### config.mk
export PLATFORM = sky130hd
export DESIGN_NAME = tapped_delay_chain
export DESIGN_NICKNAME = d
export VERILOG_FILES = /design/src/rtl/tapped_delay_chain.sv
export SDC_FILE = /design/constraint.sdc
export NUM_CORES = 1
export LEC_CHECK = 0
export CAP_MARGIN = 20
export CORE_ASPECT_RATIO = 1.1
export CORE_UTILIZATION = 52
export CTS_CLUSTER_SIZE = 12
export DETAILED_ROUTE_END_ITERATION = 6
export PLACE_DENSITY = 0.82
export REMOVE_ABC_BUFFERS = 1
export SETUP_SLACK_MARGIN = 0.3
export SLEW_MARGIN = 20
export SYNTH_ARGS = -nofsm -noshare
export SYNTH_HDL_FRONTEND = slang
export SYNTH_SLANG_ARGS = --single-unit
export TNS_END_PERCENT = 30
### constraint.sdc
create_clock -name clk -period 2.35 [get_ports clk]
set_input_delay 0.47 -clock clk [delete_from_list [all_inputs] [get_ports clk]]
set_output_delay 0.47 -clock clk [all_outputs]
set_load 0.02 [all_outputs]
### src/rtl/tapped_delay_chain.sv
// Purpose : WIDTH-bit shift chain of DEPTH stages with a selectable tap or an OR/AND/XOR merge over valid stages.
// Latency : tap k appears on out_data k+1 clocks after in_data is sampled (en held high); fill lags vld by one clock.
// Backpressure: none; en stalls the chain in place, outputs re-register every cycle regardless of en.
//
// Build option: define TAP_MERGE_EN to compile the merge modes (mode 1..3). Without it,
// mode is ignored and every mode value behaves as tap select (mode 0).
//
// Ports:
//   clk       : single clock, all state on rising edge
//   rst       : synchronous active-high reset; beats flush and en
//   en        : advance the chain one stage
//   flush     : invalidate every stage (data kept), beats en
//   in_valid  : qualifies in_data
//   in_data   : chain input
//   tap_sel   : tap index, values >= DEPTH clamp to DEPTH-1
//   mode      : 0 select, 1 OR-merge, 2 AND-merge, 3 XOR-merge
//   out_data  : registered tap / merge result
//   out_valid : qualifies out_data
//   fill      : registered count of valid stages
//   full      : fill == DEPTH

module tapped_delay_chain #(
    parameter int WIDTH = 8,
    parameter int DEPTH = 4
) (
    input  logic                       clk,
    input  logic                       rst,
    input  logic                       en,
    input  logic                       flush,
    input  logic                       in_valid,
    input  logic [WIDTH-1:0]           in_data,
    input  logic [$clog2(DEPTH)-1:0]   tap_sel,
    input  logic [1:0]                 mode,
    output logic [WIDTH-1:0]           out_data,
    output logic                       out_valid,
    output logic [$clog2(DEPTH+1)-1:0] fill,
    output logic                       full
);

    localparam int TW     = $clog2(DEPTH);
    localparam int FW     = $clog2(DEPTH + 1);
    localparam int LAST_I = DEPTH - 1;

    // DEPTH always fits in TW+1 bits, DEPTH-1 in TW bits.
    localparam logic [TW:0]   DEPTH_T = DEPTH[TW:0];
    localparam logic [TW-1:0] LAST_T  = LAST_I[TW-1:0];
    localparam logic [FW-1:0] DEPTH_F = DEPTH[FW-1:0];

    logic [WIDTH-1:0] stage [DEPTH];
    logic [DEPTH-1:0] vld;

    logic [TW-1:0]    tap_c;
    logic [FW-1:0]    vld_cnt;
    logic [WIDTH-1:0] nxt_dat;
    logic             nxt_vld;

    // Only reachable for non-power-of-two depths; otherwise the compare is never true.
    always_comb begin
        tap_c = tap_sel;
        if ({1'b0, tap_sel} >= DEPTH_T) begin
            tap_c = LAST_T;
        end
    end

    // Popcount of the current (pre-update) valid bits.
    always_comb begin
        vld_cnt = '0;
        for (int k = 0; k < DEPTH; k++) begin
            vld_cnt = vld_cnt + {{(FW-1){1'b0}}, vld[k]};
        end
    end

`ifdef TAP_MERGE_EN
    logic [WIDTH-1:0] or_acc;
    logic [WIDTH-1:0] and_acc;
    logic [WIDTH-1:0] xor_acc;
    logic             any_vld;

    // Invalid stages are skipped, so they neither set OR bits nor clear AND bits.
    always_comb begin
        or_acc  = '0;
        and_acc = '1;
        xor_acc = '0;
        for (int k = 0; k < DEPTH; k++) begin
            if (vld[k]) begin
                or_acc  = or_acc  | stage[k];
                and_acc = and_acc & stage[k];
                xor_acc = xor_acc ^ stage[k];
            end
        end
    end

    assign any_vld = |vld;

    always_comb begin
        nxt_dat = stage[tap_c];
        nxt_vld = vld[tap_c];
        case (mode)
            2'd1: begin
                nxt_dat = or_acc;
                nxt_vld = any_vld;
            end
            2'd2: begin
                // AND accumulator starts all-ones; force zero when nothing is valid.
                nxt_dat = any_vld ? and_acc : '0;
                nxt_vld = any_vld;
            end
            2'd3: begin
                nxt_dat = xor_acc;
                nxt_vld = any_vld;
            end
            default: begin
                nxt_dat = stage[tap_c];
                nxt_vld = vld[tap_c];
            end
        endcase
    end
`else
    logic unused_mode;
    assign unused_mode = ^mode;

    always_comb begin
        nxt_dat = stage[tap_c];
        nxt_vld = vld[tap_c];
    end
`endif

    // Outputs and fill always come from the state before this edge's update, so in a
    // flush cycle they still reflect the pre-flush contents.
    always_ff @(posedge clk) begin
        if (rst) begin
            for (int k = 0; k < DEPTH; k++) begin
                stage[k] <= '0;
            end
            vld       <= '0;
            out_data  <= '0;
            out_valid <= 1'b0;
            fill      <= '0;
            full      <= 1'b0;
        end else begin
            out_data  <= nxt_dat;
            out_valid <= nxt_vld;
            fill      <= vld_cnt;
            full      <= (vld_cnt == DEPTH_F);
            if (flush) begin
                // Data stays put; only the qualifiers are dropped, and in_data is not taken.
                vld <= '0;
            end else if (en) begin
                stage[0] <= in_data;
                for (int k = 1; k < DEPTH; k++) begin
                    stage[k] <= stage[k-1];
                end
                vld <= {vld[DEPTH-2:0], in_valid};
            end
        end
    end

endmodule
==> metrics.txt <==
RSZ-0062 raised after global routing=no; Area contributors post-synth=edfxtp_1, dfxtp_1, mux2i_1, and2_1, o22ai_1; Max-slew headroom=44.0%; height of the chip=67.2 µm; diode count=0; synth unique cells=20; CP startpoint kind=primary input; final worst-path cycle share=79.8%; endpoint class of the critical path=flop; Clock Path Buffers=2; register area share after synthesis=64.8%; maximum clock rate=533 MHz; Required @ worst endpoint=2510 ps; Worst VDD drop=0.415 mV; total congestion overflow=0; asr flop ratio synth=0%; number of H-tree levels=2; Synth top area share=47.9%; Total GRT Usage=18.4%; final setup vio count=0; GP Congestion=0.704; Pleak=0.948 nW; Root Buffer=clkbuf_8; hold_buf cts=0; 1st-iter DRT viols=53; post-synthesis adder-cell area fraction=2.24%; chip width=61.2 µm; postcts setup bufs=0; Min Hold Slack=540 ps; multiplexer share of the synthesized area=11.0%; DIE AREA=0.00411 mm²; Post-synth EDFFs=32; first-pass GRT wire length=5.28 mm; slowest CP cell=nor3b_4; CP top delay family=simple AND/OR/NAND/NOR gates; Pwr Density=669 mW/mm²; initial core utilization=54.9%; Hold/Removal Path Class=reg -> reg; drt total wl=3.28 mm; Post-CTS Resized=0; initial antenna violation count=0; Post-Synth XOR/XNOR Area=0%; Worst Reg2Reg Path Length in Cells=6; core footprint=0.00365 mm²; post-route ant nets=0; Cell Area, Synth=0.00201 mm²; Clock Skews=3.58 ps; row cnt=23; via-per-instance ratio=5.19; DRC Markers=0; clk slew on worst S/H paths=80 ps; Simple-Gate Fraction of Synth Area=14.0%; Slew Limit Fails=0; Post-synth top flop=edfxtp_1; area leader, netlist=edfxtp_1; top-count cell post-synth=edfxtp_1; critical path depth in cells=3; largest net degree at the start of global routing=33; flops & latches, synth=49; Final min period=1870 ps; crit path buf inv count=1; DR vias=1153; Port Buffer Count=27; final hold viol count=0; Crit path arrival time=2040 ps; drt pass-1 iters=4; CP Max Fanout=32; share of cells above drive strength 1=7.56%; Setup CP Type=in -> reg; synth warn=0; Layout area overhead=19.1%; most instantiated cells after synthesis=edfxtp_1, and2_1, mux2i_1, dfxtp_1, o22ai_1; vias in the first global route=1133; worst-margin pin slew=839 ps; # clock sinks=49; final net count=191; DR WL/cell=14.8 µm; area post-placement=0.00231 mm²; Final Cell Area=0.00239 mm²; Max Cap Viol=0; status=finished, final reports clean; Mean Syn Cell Area=14.1 µm²; compound-cell area share of the yosys netlist=3.18%; Hold Path Depth=2; DP HPWL=2.10 mm; worst-path cell chain=clkdlybuf4s50_1 > nor3b_4 > and2_2; setup tns final=0 ps; CTS tree=yes; number of I/O pins=30; Num CTS Buffers=5; Worst path max stage delay=760 ps; Clock Latency Late Sink=290 ps; cells after synthesis=142; largest family of logic cells by synthesized area=simple AND/OR/NAND/NOR gates
[stage by stage]
stage               cells  util (%)  power, W  setup slack, ps
floorplan             133         -   0.00107              714
global placement      214      63.2   0.00114              180
detailed placement    214      63.2   0.00115              163
CTS                   222      65.4   0.00162              473
global route          222      65.4   0.00166              322
finish                222      65.4   0.00160              475
[cells in the final DEF, fill, tap and decap left out, types with 4 or more instances in the layout]
master / synthesis / final
inv_1: 6 / 6
clkdlybuf4s50_1: 0 / 27
clkbuf_8: 0 / 5
nor3_1: 4 / 4
edfxtp_1: 32 / 32
and2_1: 29 / 29
mux2i_1: 22 / 22
o22ai_1: 9 / 9
dfxtp_1: 17 / 17
[cell families (layout without fill, tap and decap cells)]
kind of cell    Yosys count  count (layout)
simple gates             43              43
compound gates           10              10
buf+inv                  15              45
flops                    49              49
mux                      22              22
fa+ha+maj                 3               3
[path summary, 6_finish.rpt]
check,startpoint,to,slack [ps]
setup reg to reg,vld[0],full,540
hold reg to reg,stage[3][6],out_data[6],540
hold / removal,stage[3][6],out_data[6],540
setup / recovery,flush,stage[1][2],480
[sequential cells by signal, indices dropped and copies added (netlist names)]
name	count
full	1
stage	32
fill	3
out_data	8
vld	4
out_valid	1
[power by group]
part           internal (W)  switching [W]
registers          0.000965      0.0000192
clock network      0.000212       0.000254
logic             0.0000756      0.0000724
total               0.00125       0.000345
[worst register-to-register path: cells and delay by family (launching register included)]
family / cells / cell delay [ps]
adder cells (fa/ha/maj): 3 / 980
buffers and inverters: 2 / 120
AND/OR/NAND/NOR: 1 / 220
flip-flops: 1 / 400
[per-layer routing]
metal / vias up / routed length, µm / global-route usage, %
li1: 555 / - / -
met3: 7 / 144 / 4.79
met2: 37 / 1740 / 30.4
met1: 554 / 1330 / 21.8
met4: 0 / 68 / 9.38
met5: - / 0 / 0
[final cells by class]
cell class,count,area (µm²)
multi-input combinational,78,611
clock buffer,8,80.1
sequential,49,1300
fill,289,1260
inverter,6,22.5
timing repair buffer,31,313
tap,50,62.6
Power figures use the tool's default switching activity.
